$ cat config.mk
export PLATFORM = sky130hd
export DESIGN_NAME = sd_crc16
export DESIGN_NICKNAME = d
export VERILOG_FILES = /design/src/rtl/sd_crc16.sv
export SDC_FILE = /design/constraint.sdc
export NUM_CORES = 1
export LEC_CHECK = 0
export ABC_AREA = 1
export CORE_AREA = 10 10 47 49
export DETAILED_ROUTE_END_ITERATION = 6
export DIE_AREA = 0 0 57 59
export HOLD_SLACK_MARGIN = 0.03
export PLACE_DENSITY_LB_ADDON = 0.1
export SLEW_MARGIN = 15
export SYNTH_ARGS = -nofsm -noshare
export SYNTH_HDL_FRONTEND = slang
export SYNTH_SLANG_ARGS = --single-unit
export TNS_END_PERCENT = 5
$ cat constraint.sdc
create_clock -name iclk -period 1.5 [get_ports iclk]
set_clock_uncertainty 0.1 [all_clocks]
set_input_delay 0.3 -clock iclk [delete_from_list [all_inputs] [get_ports iclk]]
set_output_delay 0.3 -clock iclk [all_outputs]
set_load 0.02 [all_outputs]
$ cat src/rtl/sd_crc16.sv
// Bit-serial CRC-16/XMODEM generator/checker for one SD DAT line.
module sd_crc16 #(
  parameter logic [15:0] POLY = 16'h1021,
  parameter logic [15:0] INIT = 16'h0000
) (
  input  logic iclk,
  input  logic irst_n,
  input  logic idata,
  input  logic iunload,
  output logic ocrc
);

  logic [15:0] crc_q;
  logic [15:0] crc_d;
  logic        fb;

  // Unload is a plain zero-filled shift; idata only matters when accumulating.
  always_comb begin
    fb    = idata ^ crc_q[15];
    crc_d = {crc_q[14:0], 1'b0};
    if (!iunload && fb) begin
      crc_d = crc_d ^ POLY;
    end
  end

  always_ff @(posedge iclk or negedge irst_n) begin
    if (!irst_n) begin
      crc_q <= INIT;
    end else begin
      crc_q <= crc_d;
    end
  end

  assign ocrc = crc_q[15];

endmodule

---- After elaboration in Yosys (flattened, before gate mapping) ----
Cells that the tools add are included.
word-level totals
  output and inout bits ................... 1
  register bits after elaboration ......... 16
  word-level logic and storage cells ...... 6
operators by class
  muxes and demuxes ....................... 1
  reductions and logical operators ........ 2
  bitwise logic cells ..................... 2
operators by type and width
  kind                 number
  $mux W13             1
  $not A3 Y3           1
  $logic_and A1 B1 Y1  1
  $logic_not A1 Y1     1
  $xor A1 B1 Y1        1

---- Logic depth before layout (Yosys ltp) ----
  word-level depth ........................ 3
  mapped depth ............................ 5
  gate-level depth less buffers ........... 5

---- Worst setup path after synthesis ----
OpenSTA, ideal clock, no wires.
  kind .................................... reg2reg
  from .................................... register crc_q[15]
  to ...................................... register crc_q[12]
  arrival time ............................ 0.758 ns
  buffers on the path ..................... 0
  stages on the path, launching flop included .. 5
  required time ........................... 1.283 ns
  slack ................................... 0.525 ns
  library setup time ...................... 0.117 ns
  cells stage by stage .................... dfrtp_1 nand2_1 nand3_2 nand2_1 nand2_1
on the way
  word-level cells in the longest chain between the ends .. 3
ends and longest elaborated chain
  element                 line  text
  from (decl)             13    logic [15:0] crc_q;
  from (signal assigned)  30    crc_q <= crc_d;
  $xor A1 B1 Y1           19    fb = idata ^ crc_q[15];
  $logic_and A1 B1 Y1     21    if (!iunload && fb) begin
  $mux W13                21
  via crc_d[12]           14    logic [15:0] crc_d;
The timed path passes the listed nets, and every way through them passes these cells.

---- Final worst setup path ----
  from .................................... register crc_q[15]
  to ...................................... output port ocrc
RTL lines
  element    line  text
  to (decl)  10    output logic ocrc
No word-level cell between the ends.

==> results.ini <==
[synth]
synth.most_common_cell = dfrtp_1
yosys.area_share.adder_pct = 0
ys.warnings.count = 0
synth_ff_type = dfrtp_1
syn_inst = 31
ys_seq_elements = 16
synth_top_family_by_area = simple AND/OR/NAND/NOR gates
synth_area_leaders = dfrtp_1, inv_1, nand2_1
synth_cell_type_count = 7
synth-edff-count = 0
synthXorXnorAreaFrac_pct = 0
synth_compound_area_share_pct = 0
ys_top_cells_by_count = dfrtp_1, inv_1, nand2_1
synthArstFlopShare_pct = 100
yosysTopAreaCell = dfrtp_1
syn_area_per_cell_um2 = 15.2
yosys.area_share.simple_pct = 10.1
synth-seq-area-share_pct = 85.1
netlist_area_um2 = 470
synth_nets = 35
synth_top_cell_area_share_pct = 85.1
synthMuxAreaShare_pct = 0

[floorplan]
core_area_um2 = 1400
dieArea_um2 = 3360
ios = 5
die_h_um = 59
start_util_pct = 33.6
die_w_um = 57
row_count = 14

[placed_design]
hpwl_um = 422
port_buffers = 4
routabilityCongestion = 0.715

[worst_setup_path]
crit_type = flip-flop to output port
crit_path_max_incr_delay_ns = 0.39
critPathBufInv = 1
worstSetupStartpointType = flip-flop
crit_required_ns = 1.10
cp_slowest_cell = dfrtp_1
crit_arrival_ns = 0.98
crit_chain = dlygate4sd2_1
crit_path_end_kind = output port
crit_family = flip-flops
path_max_fanout = 3

[outcome]
status = finished clean

[sta]
setup_violations = 0
hold_ws_ns = 0.244
fin_crit_ns = 1.38
setup_tns_ns = 0
fmax_mhz = 723
max_slew_margin_pct = 86.2
period_share_pct = 92.2
rsz0062_at_grt = no
hold_viol_final = 0
drv_slew = 0
worst_pin_slew_ns = 0.207

[power_and_ir_drop]
p_leak_nw = 0.287
irDropWorstVdd_mv = 0.637
power_density_nw_per_um2 = 1510
finalPower_mw = 0.845

[global_routing]
antenna_found_initial = 0
grt_max_degree = 17
grt_pass1_wl_um = 1150
first_global_vias = 251
overflow = 0
track_usage_pct = 4.39

[drt]
drc = 0
ant_nets = 0
drt_wl_total_um = 603
vias = 230
wl_per_cell_um = 11.0
vias_per_cell = 4.18
drt_iter0_markers = 1
first_pass_iters = 2

[final_layout]
final_util_pct = 39.9
largest_reg_flops = 16
final_layout_size_suffix_gt1_share_pct = 15.4
nFillCells = 133
num_antenna_cells = 0
nNetsFinal = 45
reg_top3 = crc_q (16)
area_delta_synth_final_pct = 18.9
top_register = crc_q

[cts]
clkTransAtPathRegs_ns = 0.08
cts_tree = yes
clock_sinks = 16
clock-root-buffer = clkbuf_4
cts_buffer_depth = 2
htree_num_levels = 1
cts_buffers = 3
clk_latency_ns = 0.27

[hold_path]
worstHoldPathType = input port to asynchronous set/reset pin

[run]
cap_viol_max_count = 0

-- worst register-to-register path: cells and delay by family (launching register included) --
family / cells / cell delay [ns]
flops: 1 / 0.39
simple gates: 4 / 0.36
-- worst paths after layout --
check                       endpoint      start  depth (start not counted)  slack (ns)
max                             ocrc  crc_q[15]                          1        0.12
min                        crc_q[14]     irst_n                          2        0.24
max reg2reg                crc_q[12]  crc_q[15]                          4        0.55
min reg2reg                crc_q[10]   crc_q[9]                          0        0.26
max in group asynchronous   crc_q[6]     irst_n                          2        0.88
min in group iclk          crc_q[10]   crc_q[9]                          0        0.26
-- per-layer routing --
metal,up-vias,wire (um),global-route usage (%)
li1,110,-,-
met1,115,311,5.70
met2,5,248,5.27
met3,0,43,2.36
met4,0,0,3.02
met5,-,0,0
-- metrics by stage --
step / setup WS, ns / std cells / instance area (um2)
final: 0.117 / 55 / 559
after global placement: 0.151 / 52 / 538
after floorplan: 0.525 / 31 / 470
after global routing: 0.0627 / 55 / 559
after detailed placement: 0.143 / 52 / 538
after CTS: 0.104 / 55 / 559
-- report_power, final --
group | switching, mW | internal, mW | leakage (nW)
sequential | 0.0312 | 0.527 | 0.199
combinational | 0.0506 | 0.0320 | 0.0738
clock | 0.111 | 0.0927 | 0.0138
total | 0.193 | 0.652 | 0.287
-- final cells by class --
| cell class | count | area [um2] | share of cell area, % |
|---|---|---|---|
| multi-input combinational | 9 | 47.5 | 8.50 |
| inverter | 6 | 22.5 | 4.03 |
| timing repair buffer | 5 | 46.3 | 8.28 |
| clock buffer | 3 | 22.5 | 4.03 |
| sequential | 16 | 400 | 71.6 |
| tap | 16 | 20.0 | 3.58 |
-- layout by cell type, fill, tap and decap left out --
cell type and instances:
dfrtp_1 16, inv_1 5, nand2_1 5, clkbuf_4 3, clkdlybuf4s50_1 3, nand4_1 2, nand2_2 1, clkinv_1 1
nand3_2 1, dlygate4sd2_1 1, buf_4 1
-- cell families after synthesis --
| logic type | after synthesis |
|---|---|
| simple gates | 9 |
| flops | 16 |
| buf+inv | 6 |
-- repair_timing --
action                     4_1_cts  5_1_grt
resized for setup                1        0
setup endpoints to repair        1        0
hold buffers                     0        0
hold endpoints to repair         0        0
setup buffers                    0        0
Note: power is estimated with default switching activity, not from simulation.
